<file path="src/rtl/bus_request_arbiter_if.sv">
// Request/grant bundle between the bus requesters and the arbiter.
// The master side is the arbiter; the slave side is the requester/encoder view.
interface bus_request_arbiter_if #(
    parameter int NUM_REQ = 24
);
    logic [NUM_REQ-1:0] req;
    logic [31:0]        grant;
    logic               grant_valid;
    logic [4:0]         owner_idx;
    logic               timeout;

    modport master (
        input  req,
        output grant,
        output grant_valid,
        output owner_idx,
        output timeout
    );

    modport slave (
        output req,
        input  grant,
        input  grant_valid,
        input  owner_idx,
        input  timeout
    );
endinterface

</file>
<file path="src/rtl/bus_request_arbiter.sv">
// Round-robin bus arbiter with bounded tenure and dead cycles between
// owners; the registered one-hot grant feeds the bus-select encoder.
module bus_request_arbiter #(
    parameter int NUM_REQ    = 24,
    parameter int MAX_HOLD   = 8,
    parameter int GAP_CYCLES = 1
) (
    input  logic                  clk,
    input  logic                  reset,
    bus_request_arbiter_if.master bus
);

    typedef enum logic [1:0] {
        IDLE,
        GRANT,
        GAP
    } state_e;

    localparam logic [4:0] NO_OWNER = 5'd31;
    localparam logic [4:0] LAST_IDX = 5'(NUM_REQ - 1);
    localparam logic [7:0] HOLD_MAX = 8'(MAX_HOLD);
    localparam logic [3:0] GAP_INIT = 4'(GAP_CYCLES - 1);

    state_e      state_q, state_d;
    logic [4:0]  owner_q, owner_d;
    logic [4:0]  rr_ptr_q, rr_ptr_d;
    logic [7:0]  hold_cnt_q, hold_cnt_d;
    logic [3:0]  gap_cnt_q, gap_cnt_d;
    logic [31:0] grant_q, grant_d;
    logic        grant_valid_q, grant_valid_d;
    logic        timeout_q, timeout_d;

    logic [31:0] req_ext;
    logic [5:0]  scan;
    logic        win_found;
    logic [4:0]  win_idx;
    logic [4:0]  win_next;
    logic        arb_en;
    logic        owner_req;
    logic        hold_full;

    // Widen to 32 so any 5-bit index is in range.
    assign req_ext = 32'(bus.req);

    // First set request at or above rr_ptr, wrapping at NUM_REQ.
    always_comb begin
        win_found = 1'b0;
        win_idx   = '0;
        scan      = '0;
        for (int i = 0; i < NUM_REQ; i++) begin
            scan = {1'b0, rr_ptr_q} + 6'(i);
            if (scan >= 6'(NUM_REQ)) begin
                scan = scan - 6'(NUM_REQ);
            end
            if (!win_found && req_ext[scan[4:0]]) begin
                win_found = 1'b1;
                win_idx   = scan[4:0];
            end
        end
    end

    assign win_next  = (win_idx == LAST_IDX) ? 5'd0 : win_idx + 5'd1;
    assign owner_req = req_ext[owner_q];
    assign hold_full = (hold_cnt_q == HOLD_MAX);

    always_comb begin
        state_d       = state_q;
        owner_d       = owner_q;
        rr_ptr_d      = rr_ptr_q;
        hold_cnt_d    = hold_cnt_q;
        gap_cnt_d     = gap_cnt_q;
        grant_d       = grant_q;
        grant_valid_d = grant_valid_q;
        timeout_d     = 1'b0;
        arb_en        = 1'b0;

        unique case (state_q)
            IDLE: begin
                arb_en = 1'b1;
            end
            GRANT: begin
                if (!owner_req || hold_full) begin
                    state_d       = GAP;
                    owner_d       = NO_OWNER;
                    grant_d       = '0;
                    grant_valid_d = 1'b0;
                    gap_cnt_d     = GAP_INIT;
                    // Dropping req on the expiry edge is a voluntary release.
                    timeout_d     = owner_req && hold_full;
                end else begin
                    hold_cnt_d = hold_cnt_q + 8'd1;
                end
            end
            GAP: begin
                if (gap_cnt_q != 4'd0) begin
                    gap_cnt_d = gap_cnt_q - 4'd1;
                end else begin
                    arb_en  = 1'b1;
                    state_d = IDLE;
                end
            end
            default: begin
                state_d = IDLE;
            end
        endcase

        if (arb_en && win_found) begin
            state_d       = GRANT;
            owner_d       = win_idx;
            rr_ptr_d      = win_next;
            hold_cnt_d    = 8'd1;
            grant_d       = 32'd1 << win_idx;
            grant_valid_d = 1'b1;
        end
    end

    always_ff @(posedge clk or posedge reset) begin
        if (reset) begin
            state_q       <= IDLE;
            owner_q       <= NO_OWNER;
            rr_ptr_q      <= '0;
            hold_cnt_q    <= '0;
            gap_cnt_q     <= '0;
            grant_q       <= '0;
            grant_valid_q <= 1'b0;
            timeout_q     <= 1'b0;
        end else begin
            state_q       <= state_d;
            owner_q       <= owner_d;
            rr_ptr_q      <= rr_ptr_d;
            hold_cnt_q    <= hold_cnt_d;
            gap_cnt_q     <= gap_cnt_d;
            grant_q       <= grant_d;
            grant_valid_q <= grant_valid_d;
            timeout_q     <= timeout_d;
        end
    end

    assign bus.grant       = grant_q;
    assign bus.grant_valid = grant_valid_q;
    assign bus.owner_idx   = owner_q;
    assign bus.timeout     = timeout_q;

endmodule

</file>
<file path="src/flat_wrapper.sv">
// flat-port wrapper written by rule: the top's interface ports become plain ports
module bus_request_arbiter_flat 
#(
    parameter int NUM_REQ    = 24,
    parameter int MAX_HOLD   = 8,
    parameter int GAP_CYCLES = 1
)
  (clk, reset, bus_req, bus_grant, bus_grant_valid, bus_owner_idx, bus_timeout);
  bus_request_arbiter_if #(.NUM_REQ(NUM_REQ)) bus_i ();
  input  logic clk;
  input  logic reset;
  input wire logic [$bits(bus_i.req)-1:0] bus_req;
  output wire logic [$bits(bus_i.grant)-1:0] bus_grant;
  output wire logic [$bits(bus_i.grant_valid)-1:0] bus_grant_valid;
  output wire logic [$bits(bus_i.owner_idx)-1:0] bus_owner_idx;
  output wire logic [$bits(bus_i.timeout)-1:0] bus_timeout;
  assign bus_i.req = bus_req;
  assign bus_grant = bus_i.grant;
  assign bus_grant_valid = bus_i.grant_valid;
  assign bus_owner_idx = bus_i.owner_idx;
  assign bus_timeout = bus_i.timeout;
  bus_request_arbiter #(.NUM_REQ(NUM_REQ), .MAX_HOLD(MAX_HOLD), .GAP_CYCLES(GAP_CYCLES)) u_core (.clk(clk), .reset(reset), .bus(bus_i));
endmodule
</file>
<file path="config.mk">
export PLATFORM = sky130hd
export DESIGN_NAME = bus_request_arbiter_flat
export DESIGN_NICKNAME = d
export VERILOG_FILES = /design/src/rtl/bus_request_arbiter_if.sv /design/src/rtl/bus_request_arbiter.sv /design/src/flat_wrapper.sv
export SDC_FILE = /design/constraint.sdc
export NUM_CORES = 1
export LEC_CHECK = 0
export CAP_MARGIN = 20
export CORE_UTILIZATION = 50
export DETAILED_ROUTE_END_ITERATION = 12
export PLACE_DENSITY = 0.79
export SYNTH_ARGS = -nofsm -noshare
export SYNTH_HDL_FRONTEND = slang
export SYNTH_SLANG_ARGS = --single-unit
</file>
<file path="constraint.sdc">
create_clock -name clk -period 12.5 [get_ports clk]
set_input_delay 1.875 -clock clk [delete_from_list [all_inputs] [get_ports clk]]
set_output_delay 1.875 -clock clk [all_outputs]
set_load 0.02 [all_outputs]
</file>
**Yosys cells after proc, flatten, opt, wreduce, memory -nomap -nowiden**

Cells that the tools add are included.

- Add/sub/neg operators: 50
- Magnitude comparators: 49
- Eq/ne operators: 10
- Shift-type cells: 1
- Mux-type cells: 146
- Reduce and logical (&&, ||, !) cells: 59

Operators by type and width:

| operator | number |
|---|---|
| 5-bit 2-to-1 mux | 52 |
| 5-bit by 6-bit less-than comparator with 1-bit output, second input constant | 25 |
| 6-bit by 5-bit >= comparator with 1-bit output, second input constant | 23 |
| 1-bit binary-select mux with 5-bit select | 25 |
| 5-bit subtractor, second input constant | 24 |
| 32-bit 2-to-1 mux | 3 |
| 1-bit 2-to-1 mux | 55 |
| 5-bit by 4-bit adder with 6-bit output, second input constant | 8 |
| 5-bit by 5-bit adder with 6-bit output, second input constant | 8 |
| 1-bit by 5-bit left shift with 32-bit output, first input constant | 1 |
| 1-bit logical AND | 25 |
| 5-bit by 3-bit adder with 6-bit output, second input constant | 4 |
| 1-bit zero test | 24 |
| 8-bit 2-to-1 mux | 3 |
| 5-bit by 2-bit adder with 6-bit output, second input constant | 2 |
| 8-bit by 1-bit adder with 8-bit output, second input constant | 1 |
| 8-bit by 4-bit == test with 1-bit output, second input constant | 1 |
| 4-bit 2-to-1 mux | 2 |
| 4-bit one-hot mux with 2 select lines | 1 |
| 5-bit by 1-bit adder with 6-bit output, second input constant | 1 |
| 2-bit 2-to-1 mux | 3 |
| 2-bit by 1-bit != test with 1-bit output, second input constant | 3 |
| 2-bit one-hot mux with 3 select lines | 1 |
| 3-bit AND reduction | 2 |
| other kinds (15) | 18 |

- Bits in registers: 58
- Bits of input ports: 26
- Output and inout bits: 39
- Logic and storage cells: 323

**Longest topological paths before layout**

Gate-level depths: netlist of the first run.

- Depth after elaboration: 77
- Gate-level depth with buffers: 25
- Mapped depth without buffers: 21

**Worst setup path after synthesis of the first run**

No wires, ideal clock.

- Path type: input to register
- Start point: input port bus_req[21]
- End point: register u_core.rr_ptr_q[3]
- Library setup time: 0.126 ns
- Arrival: 5.756 ns
- Data required time: 12.374 ns
- Slack: 6.618 ns
- Stages on the path: 16
- Path buffers: 1
- Path through: mux2_1 > mux4_2 > a311o_1 > a21boi_4 > nand4_4 > or3_1 > buf_6 > nor3_4 > a311oi_1 > a221o_1 > o211a_1 > a211o_1 > inv_1 > ha_1 > a31oi_1 > a311o_1

- Cells in the longest elaborated chain, start to end: 74
- Elaborated cells on any way between the ends: 146
- Those cells by class: add/sub (1); eq/ne (1); mux (97); reduce/logical (47)

RTL lines:

| element | line | text |
|---|---|---|
| start, declared | flat_wrapper.sv:12 | `input wire logic [$bits(bus_i.req)-1:0] bus_req;` |
| 1-bit binary-select mux with 5-bit select | bus_request_arbiter.sv:55 | `if (!win_found && req_ext[scan[4:0]]) begin` |
| 1-bit 2-to-1 mux (implied by the code) | bus_request_arbiter.sv:55 |  |
| 1-bit 2-to-1 mux | bus_request_arbiter.sv:55 |  |
| 1-bit zero test | bus_request_arbiter.sv:55 |  |
| 1-bit logical AND | bus_request_arbiter.sv:55 |  |
| 1-bit 2-to-1 mux | bus_request_arbiter.sv:55 |  |
| 1-bit zero test | bus_request_arbiter.sv:55 |  |
| 1-bit logical AND | bus_request_arbiter.sv:55 |  |
| [... 58 more ...] | - |  |
| 1-bit zero test | bus_request_arbiter.sv:55 |  |
| 1-bit logical AND | bus_request_arbiter.sv:55 |  |
| 1-bit 2-to-1 mux | bus_request_arbiter.sv:55 |  |
| 1-bit zero test | bus_request_arbiter.sv:55 |  |
| 1-bit logical AND | bus_request_arbiter.sv:55 |  |
| 5-bit 2-to-1 mux | bus_request_arbiter.sv:55 |  |
| 5-bit by 1-bit adder with 5-bit output or 5-bit == test (tied branches) | bus_request_arbiter.sv:62 | `assign win_next = (win_idx == LAST_IDX) ? 5'd0 : win_idx + 5'd1;` |
| 5-bit 2-to-1 mux | bus_request_arbiter.sv:62 |  |
| end signal, assigned | bus_request_arbiter.sv:130 | `rr_ptr_q <= rr_ptr_d;` |
| end, declared | bus_request_arbiter.sv:26 | `logic [4:0] rr_ptr_q, rr_ptr_d;` |

Several ways; a longest one is shown, not always the timed one. The select of a mux whose other input is x is not followed.
A chain may end at the register's enable or synchronous reset.

**Final worst setup path of the first run**

- Start point: register u_core.rr_ptr_q[0]
- End point: register u_core.rr_ptr_q[3]

- Cells in the longest elaborated chain, start to end: 76
- Elaborated cells on any way between the ends: 241
- Those cells by class: add/sub (48); order compare (24); eq/ne (1); mux (121); reduce/logical (47)

RTL lines:

| element |
|---|
| branches (longest 76 deep; another with 5-bit by 1-bit adder with 6-bit output) |

Several ways; the timed one is not identified. The select of a mux whose other input is x is not followed.

==> results of run 1 <==
==> how the worst min path moves through the flow <==
stage | from | to | slack (ns) | cells after the start
global placement | u_core.bus.grant[25] | u_core.bus.grant[25] | 0.47 | 1
global route | u_core.bus.grant[31] | u_core.bus.grant[31] | 0.50 | 1
floorplan | u_core.gap_cnt_q[1] | u_core.gap_cnt_q[1] | 0.47 | 2
detailed placement | u_core.bus.grant[28] | u_core.bus.grant[28] | 0.47 | 1
finish | u_core.bus.grant[29] | u_core.bus.grant[29] | 0.48 | 1
CTS | u_core.bus.grant[29] | u_core.bus.grant[29] | 0.49 | 1
==> metal layers <==
layer / part of all wire, % / track usage, %
met1: 42 / 48.92
met2: 44 / 52.05
met3: 11 / 6.583
met4: 3.7 / 11.81
met5: 0 / 0
==> worst register-to-register path, delay by kind of cell, from the launching register on <==
family,cells,cell delay [ns]
compound gates,6,1.34
fa+ha+maj,1,0.56
buf+inv,4,1.64
flops,1,0.57
mux,2,1.02
simple gates,5,2.18
==> layout make-up <==
class | count | share of cell area [%]
timing repair buffer | 75 | 7.578
tap | 220 | 2.855
multi-input combinational | 866 | 70.16
clock buffer | 10 | 2.478
clock inverter | 6 | 0.6747
inverter | 28 | 1.116
sequential | 58 | 15.14
==> through the flow <==
stage	hold slack, ns	util [%]	cells	area [um2]	setup WS, ns
floorplan	0.4721	-	1018	8666	6.618
global placement	0.4688	55.63	1246	9324	5.195
detailed placement	0.4706	55.63	1246	9324	5.053
CTS	0.4874	57.45	1262	9628	5.230
global route	0.4975	57.54	1263	9643	4.728
finish	0.4837	57.54	1263	9643	5.082
==> synthesized netlist by cell type (12+ instances only) <==
| library cell | n | share of area, % |
|---|---|---|
| a21o_1 | 17 | 1.5 |
| a21oi_1 | 54 | 3.1 |
| a31oi_1 | 15 | 1.1 |
| a32o_1 | 18 | 2.1 |
| and2_1 | 15 | 1.1 |
| and3_1 | 14 | 1.0 |
| buf_2 | 23 | 1.3 |
| clkbuf_1 | 30 | 1.3 |
| dfrtp_1 | 53 | 15 |
| ha_1 | 34 | 4.9 |
| inv_1 | 25 | 1.1 |
| mux2_2 | 16 | 2.1 |
| mux2i_1 | 50 | 5.8 |
| mux4_2 | 39 | 10 |
| nand2_1 | 68 | 2.9 |
| nand2b_1 | 12 | 0.87 |
| nand3_1 | 38 | 2.2 |
| nor2_1 | 87 | 3.8 |
| nor3_1 | 32 | 1.8 |
| o211ai_1 | 14 | 1.2 |
| o21ai_0 | 50 | 2.9 |
| or3_1 | 12 | 0.87 |
| xnor2_1 | 26 | 2.6 |
==> cell families after synthesis <==
logic type	Yosys count	share of synthesized area, %
adders and majority gates	34	4.909
xor gates and xnor gates	41	4.707
AOI/OAI and AO/OA	312	26.16
muxes	111	18.97
and+or+nand+nor	368	23.29
DFF	58	16.82
buffers and inverters	94	5.140
==> state kept, by name, indices dropped and copies added, names as in the netlist <==
register,cells
u_core.bus.grant,32
u_core.rr_ptr_q,5
u_core.bus.owner_idx,5
u_core.bus.grant_valid,1
u_core.state_q,2
u_core.gap_cnt_q,4
u_core.hold_cnt_q,8
u_core.bus.timeout,1
==> summary.txt, run 1 <==
Status
  – Run status: complete, no violations

Global routing
  – Largest net degree at the start of global routing: 59
  – First-pass GRT wire length: 47980 um
  – Initial antenna violation count: 0
  – Vias in the first global route: around 8500
  – GRT Total Usage: 34.41%
  – GRT overflow: 0

Die
  – Die Span X: approximately 130 um
  – Row count: 47
  – Die area: around 18000 um2
  – Top Ports: 65
  – Die height: 133.7 um
  – Core footprint: around 17000 um2
  – Starting Density: between 50% and 60%

Layout
  – Layout Nets: 1098
  – Share of layout cells above drive strength 1: 13.61%
  – Most frequent cells in the layout: 86 x nor2_1, 68 x nand2_1, 64 x clkdlybuf4s50_1
  – Antenna Cells: 0
  – Area growth syn-to-layout: 11.28%
  – Multi-input gate area: between 6000 and 7000 um2
  – Register Area: between 1000 and 1500 um2
  – Most common cell after layout, fill and taps aside: nor2_1
  – Layout filler cell count: approximately 1500

Critical path
  – Startpoint Class: flip-flop
  – CP arrival: 7.62 ns
  – Worst-path cell chain: buf_4 > inv_4 > ha_1 > buf_4 > mux4_2 > mux2i_2 > o32ai_1 > or2_1 > nor4_4 > nand2_1 > nor3_1 > o211a_1 > a211o_1 > o21ai_1 > nand2_1 > inv_1 > o31a_1 > a311o_1
  – Worst reg-to-reg setup slack: just over 5 ns
  – Slowest-stage cell, CP: buf_4
  – Critical path depth: 18
  – CP required: 12.70 ns
  – R2R Path Start: u_core.rr_ptr_q[0]
  – R2R depth: 18
  – Critical Path End Type: flip-flop
  – R2r endpoint: u_core.rr_ptr_q[3]
  – Worst path max stage delay: approximately 0.60 ns
  – Setup crit end: u_core.rr_ptr_q[3]
  – Buffer and inverter count on the worst path: 4
  – CP Max Fanout: 40
  – Crit Path Class: reg -> reg
  – Top delay family on crit path: simple AND/OR/NAND/NOR gates
  – Crit path launch: u_core.rr_ptr_q[0]

Place
  – Placer Congestion: between 1 and 1.5
  – I/O Buffers: 64
  – Hpwl dp: ~22000 um

Yosys
  – Synth async-reset ratio: between 90% and 100%
  – Post-synth EDFFs: 0
  – Syn nets: roughly 1100
  – Top_reg_cell synth: dfrtp_1
  – Cell count after synthesis: ~1000
  – Mean Syn Cell Area: ~8.5 um2
  – Synthesized area: just under 9000 um2
  – Ys Warns: 0
  – Synth Register Bits: 58
  – Sequential cell area fraction in the yosys report: between 15 and 20%
  – Yosys cell types: 107

Timing
  – Period minus WS final: around 7.4 ns
  – Fmax: 0.1348 GHz
  – Unrepaired setup endpoints after global routing: false
  – Tcrit/Tclk final: about three fifths
  – Final TNS setup: 0 ns
  – Final Hold Violating Endpoints: 0
  – Worst-Margin Slew: 1.008 ns
  – Final Setup Violations: 0
  – Max Slew Vio Count: 0
  – Setup Skew: ~0.011 ns
  – Max-Slew Margin vs Limit: roughly a third

Clock tree
  – Resize count post-CTS: 0
  – CTS Hold Bufs: 0
  – CTS tree: built
  – Clock sinks: slightly below 60
  – Num CTS Buffers: 9
  – Clock Latency Late Sink: about 0.32 ns
  – Post CTS Setup Buffer Count: 0
  – H-tree depth: 3
  – Clock Root Buffer: clkbuf_16
  – Clock Path Buffers: 2
  – Clock transition at path regs: around 0.050 ns

Drt
  – Via count: about 9000
  – Vias/cell: a little over 7
  – Remaining DRCs: 0
  – Drt total wl: 30750 um
  – Post-route antenna net violation count: 0
  – WL per Instance: 24.35 um
  – DR pass1 iterations: 5
  – Initial drt markers: approximately 1100

Flow run
  – Max cap viols: 0

Min path
  – Tightest Hold Check Type: reg -> reg
Power of run 1 is not shown: default switching activity piles up to over one toggle a cycle in this logic, so the estimate is an artifact.
==> inputs of run 2 (changes only) <==
clock period = 7.7 ns   (was 12.5 ns; I/O delays follow)
==> summary.txt, run 2 (synthesis gave the netlist of run 1 again) <==
Status
  – Run status: complete, no violations

Critical path
  – Startpoint Class: flip-flop
  – CP Max Fanout: 16
  – Crit path launch: u_core.rr_ptr_q[1]
  – Buffer and inverter count on the worst path: 4
  – Critical Path End Type: flip-flop
  – Critical path depth: 19
  – CP arrival: 6.89 ns
  – R2R Path Start: u_core.rr_ptr_q[1]
  – R2r endpoint: u_core.rr_ptr_q[3]
  – Top delay family on crit path: compound AO/OA/AOI/OAI gates
  – R2R depth: 19
  – CP required: 7.90 ns
  – Worst-path cell chain: buf_4 > inv_1 > ha_1 > buf_4 > mux2_1 > mux4_2 > a32oi_1 > o211ai_1 > a21boi_4 > nand4_4 > or3_1 > nor3_1 > o211a_1 > a211o_1 > o21ai_1 > nand2_1 > inv_1 > o31a_1 > a311o_1
  – Slowest-stage cell, CP: ha_1
  – Worst path max stage delay: 0.77 ns
  – Crit Path Class: reg -> reg
  – Setup crit end: u_core.rr_ptr_q[3]
  – Worst reg-to-reg setup slack: 1.01 ns

Timing
  – Period minus WS final: between 6 and 7 ns
  – Final TNS setup: 0 ns
  – Worst-Margin Slew: 0.9704 ns
  – Hold Worst Slack: 0.4795 ns
  – Final Setup Violations: 0
  – Final Hold Violating Endpoints: 0
  – Setup Skew: 0.004076 ns
  – Unrepaired setup endpoints after global routing: false
  – Fmax: 0.1495 GHz
  – Max-Slew Margin vs Limit: between 30% and 40%
  – Max Slew Vio Count: 0
  – Tcrit/Tclk final: 86.86%

Clock tree
  – Clock transition at path regs: about 0.050 ns
  – Clock Path Buffers: 2
  – Clock sinks: 58
  – CTS tree: built
  – Resize count post-CTS: 0
  – Clock Root Buffer: clkbuf_16
  – Post CTS Setup Buffer Count: 0
  – Clock Latency Late Sink: 0.32 ns
  – CTS Hold Bufs: 0
  – Num CTS Buffers: 9
  – H-tree depth: 3

Global routing
  – GRT overflow: 0
  – Initial antenna violation count: 1
  – Largest net degree at the start of global routing: a little under 60
  – GRT Total Usage: between 30% and 40%
  – First-pass GRT wire length: 46910 um
  – Vias in the first global route: 8281

Drt
  – Vias/cell: 7.028
  – DR pass1 iterations: 7
  – Via count: just under 9000
  – Initial drt markers: roughly 1200
  – WL per Instance: 23.93 um
  – Routed met1 length: approximately 13000 um
  – Post-route antenna net violation count: 0
  – Met2 Wirelength: between 10000 and 15000 um
  – Remaining DRCs: 0
  – Max layer used: met4
  – Routed wl met3: approximately 3700 um
  – Drt total wl: just over 30000 um

Place
  – I/O Buffers: 64
  – Hpwl dp: ~23000 um
  – Placer Congestion: 1.018
  – Cells after DPL: about 1300

Flow run
  – Max cap viols: 0

Layout
  – Most frequent cells in the layout: 86 x nor2_1, 68 x nand2_1, 64 x clkdlybuf4s50_1
  – Final core utilization: between 50% and 60%
  – Layout Nets: around 1100
  – Share of layout cells above drive strength 1: between 10 and 15%
  – Final cell count without fillers: between 1000 and 1500
  – Antenna Cells: 0
  – Most common cell after layout, fill and taps aside: nor2_1
  – Max reg flops: 32
  – Area growth syn-to-layout: 11.77%

Die
  – Row count: 47
  – Die Span X: 133.7 um
  – Die height: between 100 and 150 um
  – Top Ports: 65
  – Starting Density: around half
  – Die area: approximately 18000 um2
  – Core footprint: between 15000 and 20000 um2

Min path
  – Tightest Hold Check Type: reg -> reg
-- run 2: changes by cell type in the layout (fill, tap and decap cells not counted), sizes merged --
cell	before	now
buf	11	22
bufinv	1	0
clkbuf	10	12
clkinvlp	1	0
inv	29	28
-- run 2: how the worst min path moves through the flow --
stage / start / to / cells after the start
2_1_floorplan: u_core.gap_cnt_q[1] / u_core.gap_cnt_q[1] / 2
3_3_place_gp: u_core.bus.grant[28] / u_core.bus.grant[28] / 1
3_5_place_dp: u_core.bus.grant[30] / u_core.bus.grant[30] / 1
4_1_cts: u_core.bus.grant[27] / u_core.bus.grant[27] / 1
5_1_grt: u_core.bus.grant[30] / u_core.bus.grant[30] / 1
6_report: u_core.bus.grant[29] / u_core.bus.grant[29] / 1
-- run 2: layout make-up --
cell class              instances  area [um2]
multi-input cells             866        6765
fillers                      1497        7074
flip-flops and latches         58        1460
inverters                      28       107.6
well taps                     220       275.3
clock inverters                 3       15.01
repair buffers                 86       805.8
clock buffers                  12       256.5
-- run 2: worst register-to-register path, cell delays in order (launching register included) --
cell and delay (ns):
dfrtp_1 0.34, buf_4 0.26, inv_1 0.10, ha_1 0.77
buf_4 0.38, mux2_1 0.34, mux4_2 0.61, a32oi_1 0.26
o211ai_1 0.26, a21boi_4 0.34, nand4_4 0.21, or3_1 0.61
nor3_1 0.39, o211a_1 0.21, a211o_1 0.09, o21ai_1 0.06
nand2_1 0.36, inv_1 0.35, o31a_1 0.38, a311o_1 0.26
-- run 2: per-stage QoR --
| stage | cell area [um2] | setup WS (ns) |
|---|---|---|
| final | 9686 | 1.012 |
| after global routing | 9686 | 0.7100 |
| after CTS | 9686 | 1.106 |
| after detailed placement | 9414 | 1.134 |
| after global placement | 9414 | 1.198 |
| after floorplan | 8666 | 1.861 |
-- run 2: layer usage --
| metal | track usage (%) | vias to the layer above |
|---|---|---|
| li1 | - | 4033 |
| met1 | 47.15 | 4284 |
| met2 | 49.36 | 539 |
| met4 | 13.45 | 0 |
| met3 | 11.45 | 91 |
| met5 | 0 | - |
Power of run 2 is left out for the same reason.
==> inputs of run 3 (changes only) <==
CORE_UTILIZATION = 48   (was 50)
PLACE_DENSITY = 0.76   (was 0.79)
==> summary.txt, run 3 (synthesis gave the netlist of run 1 again) <==
Place
  – Hpwl dp: roughly 22000 um
  – Cells after DPL: 1260
  – I/O Buffers: 64
  – Placer Congestion: approximately 1.1
  – Placed cell area: about 9400 um2

Clock tree
  – Clock transition at path regs: 0.05 ns
  – Resize count post-CTS: 0
  – Post CTS Setup Buffer Count: 0
  – H-tree depth: 3
  – Clock Root Buffer: clkbuf_16
  – Clock Path Buffers: 2
  – Clock Latency Late Sink: about 0.32 ns
  – Clock sinks: 58
  – Num CTS Buffers: 9
  – CTS tree: built
  – CTS Hold Bufs: 0

Timing
  – Final TNS setup: 0 ns
  – Max-Slew Margin vs Limit: between 30% and 40%
  – Period minus WS final: about 6.5 ns
  – Worst-Margin Slew: between 0.9 and 1 ns
  – Setup Skew: slightly below 0.006 ns
  – Unrepaired setup endpoints after global routing: false
  – Max Slew Vio Count: 0
  – Tcrit/Tclk final: a little over four fifths
  – Final Setup Violations: 0
  – Fmax: roughly 0.15 GHz
  – Final Hold Violating Endpoints: 0

Layout
  – Register Area: 1460 um2
  – Area growth syn-to-layout: 12.06%
  – Final cell count without fillers: ~1300
  – Most common cell after layout, fill and taps aside: nor2_1
  – Multi-input gate area: ~6800 um2
  – Layout filler cell count: between 1500 and 2000
  – Design Area, Final: slightly below 10000 um2
  – Max reg flops: 32
  – Layout Nets: approximately 1100
  – Final core utilization: a little under three fifths
  – Most frequent cells in the layout: 86 x nor2_1, 68 x nand2_1, 64 x clkdlybuf4s50_1
  – Antenna Cells: 0
  – Share of layout cells above drive strength 1: 14.18%

Critical path
  – Critical Path End Type: flip-flop
  – Startpoint Class: flip-flop
  – Buffer and inverter count on the worst path: 4
  – CP required: between 7 and 8 ns
  – Slowest-stage cell, CP: xor2_1
  – Worst-path cell chain: buf_4 > inv_2 > ha_1 > xor2_1 > inv_2 > or4_1 > o21ai_1 > mux2_2 > a21oi_2 > nand2_1 > or3_1 > nor3_1 > o211a_1 > a211o_1 > o21ai_1 > nand2_1 > inv_1 > o31a_1 > a311o_1
  – Worst path max stage delay: slightly below 0.7 ns
  – CP Max Fanout: 14
  – Top delay family on crit path: simple AND/OR/NAND/NOR gates
  – Crit Path Class: reg -> reg
  – CP arrival: 6.67 ns

Die
  – Die height: 136.4 um
  – Row count: 48
  – Die area: between 15000 and 20000 um2
  – Top Ports: 65
  – Core footprint: 17480 um2
  – Starting Density: slightly below 50%
  – Die Span X: 136.4 um

Global routing
  – GRT overflow: 0
  – Largest net degree at the start of global routing: approximately 60
  – First-pass GRT wire length: roughly 46000 um
  – Initial antenna violation count: 0
  – GRT Total Usage: about a third
  – Vias in the first global route: between 8000 and 9000

Drt
  – Vias/cell: roughly 7.1
  – Initial drt markers: approximately 1100
  – Drt total wl: 29090 um
  – WL per Instance: about 23 um
  – Via count: roughly 9100
  – Remaining DRCs: 0
  – Post-route antenna net violation count: 0
  – DR pass1 iterations: 5

Status
  – Run status: complete, no violations

Flow run
  – Max cap viols: 0

Min path
  – Tightest Hold Check Type: reg -> reg
-- run 3: cell count changes in the layout (fill, tap and decap cells not counted), sizes merged --
cell | previous run | this run
buf | 22 | 19
clkbuf | 12 | 14
clkinv | 3 | 1
bufinv | 0 | 1
-- run 3: final timing paths --
path,from,end,slack (ns),depth (start not counted)
hold reg to reg,u_core.bus.grant[27],u_core.bus.grant[27],0.48,1
hold / removal,u_core.bus.grant[27],u_core.bus.grant[27],0.48,1
min in group asynchronous,reset,u_core.state_q[0],1.34,3
max in group asynchronous,reset,u_core.rr_ptr_q[0],5.84,3
setup / recovery,u_core.rr_ptr_q[2],u_core.rr_ptr_q[3],1.23,19
setup reg to reg,u_core.rr_ptr_q[2],u_core.rr_ptr_q[3],1.23,19
-- run 3: stage by stage --
step / hold slack, ns / setup WS (ns)
final: 0.4785 / 1.234
after global routing: 0.4951 / 0.8974
after CTS: 0.4851 / 1.395
after detailed placement: 0.4714 / 1.223
after global placement: 0.4690 / 1.347
after floorplan: 0.4721 / 1.861
-- run 3: final cells by class --
type / count / area share (%)
clock buffers: 13 / 2.783
clock inverters: 2 / 0.3608
inverters: 28 / 1.108
multi-input cells: 866 / 69.67
flip-flops and latches: 58 / 15.04
well taps: 225 / 2.899
repair buffers: 84 / 8.143
-- run 3: routing by layer --
metal / up-vias / track usage, % / wire (um)
met5: - / 0 / 0
met4: 0 / 12.78 / 1087
met3: 96 / 5.817 / 3125
met2: 561 / 47.80 / 12680
met1: 4388 / 45.02 / 12200
li1: 4021 / - / -
Power of run 3 is left out for the same reason.
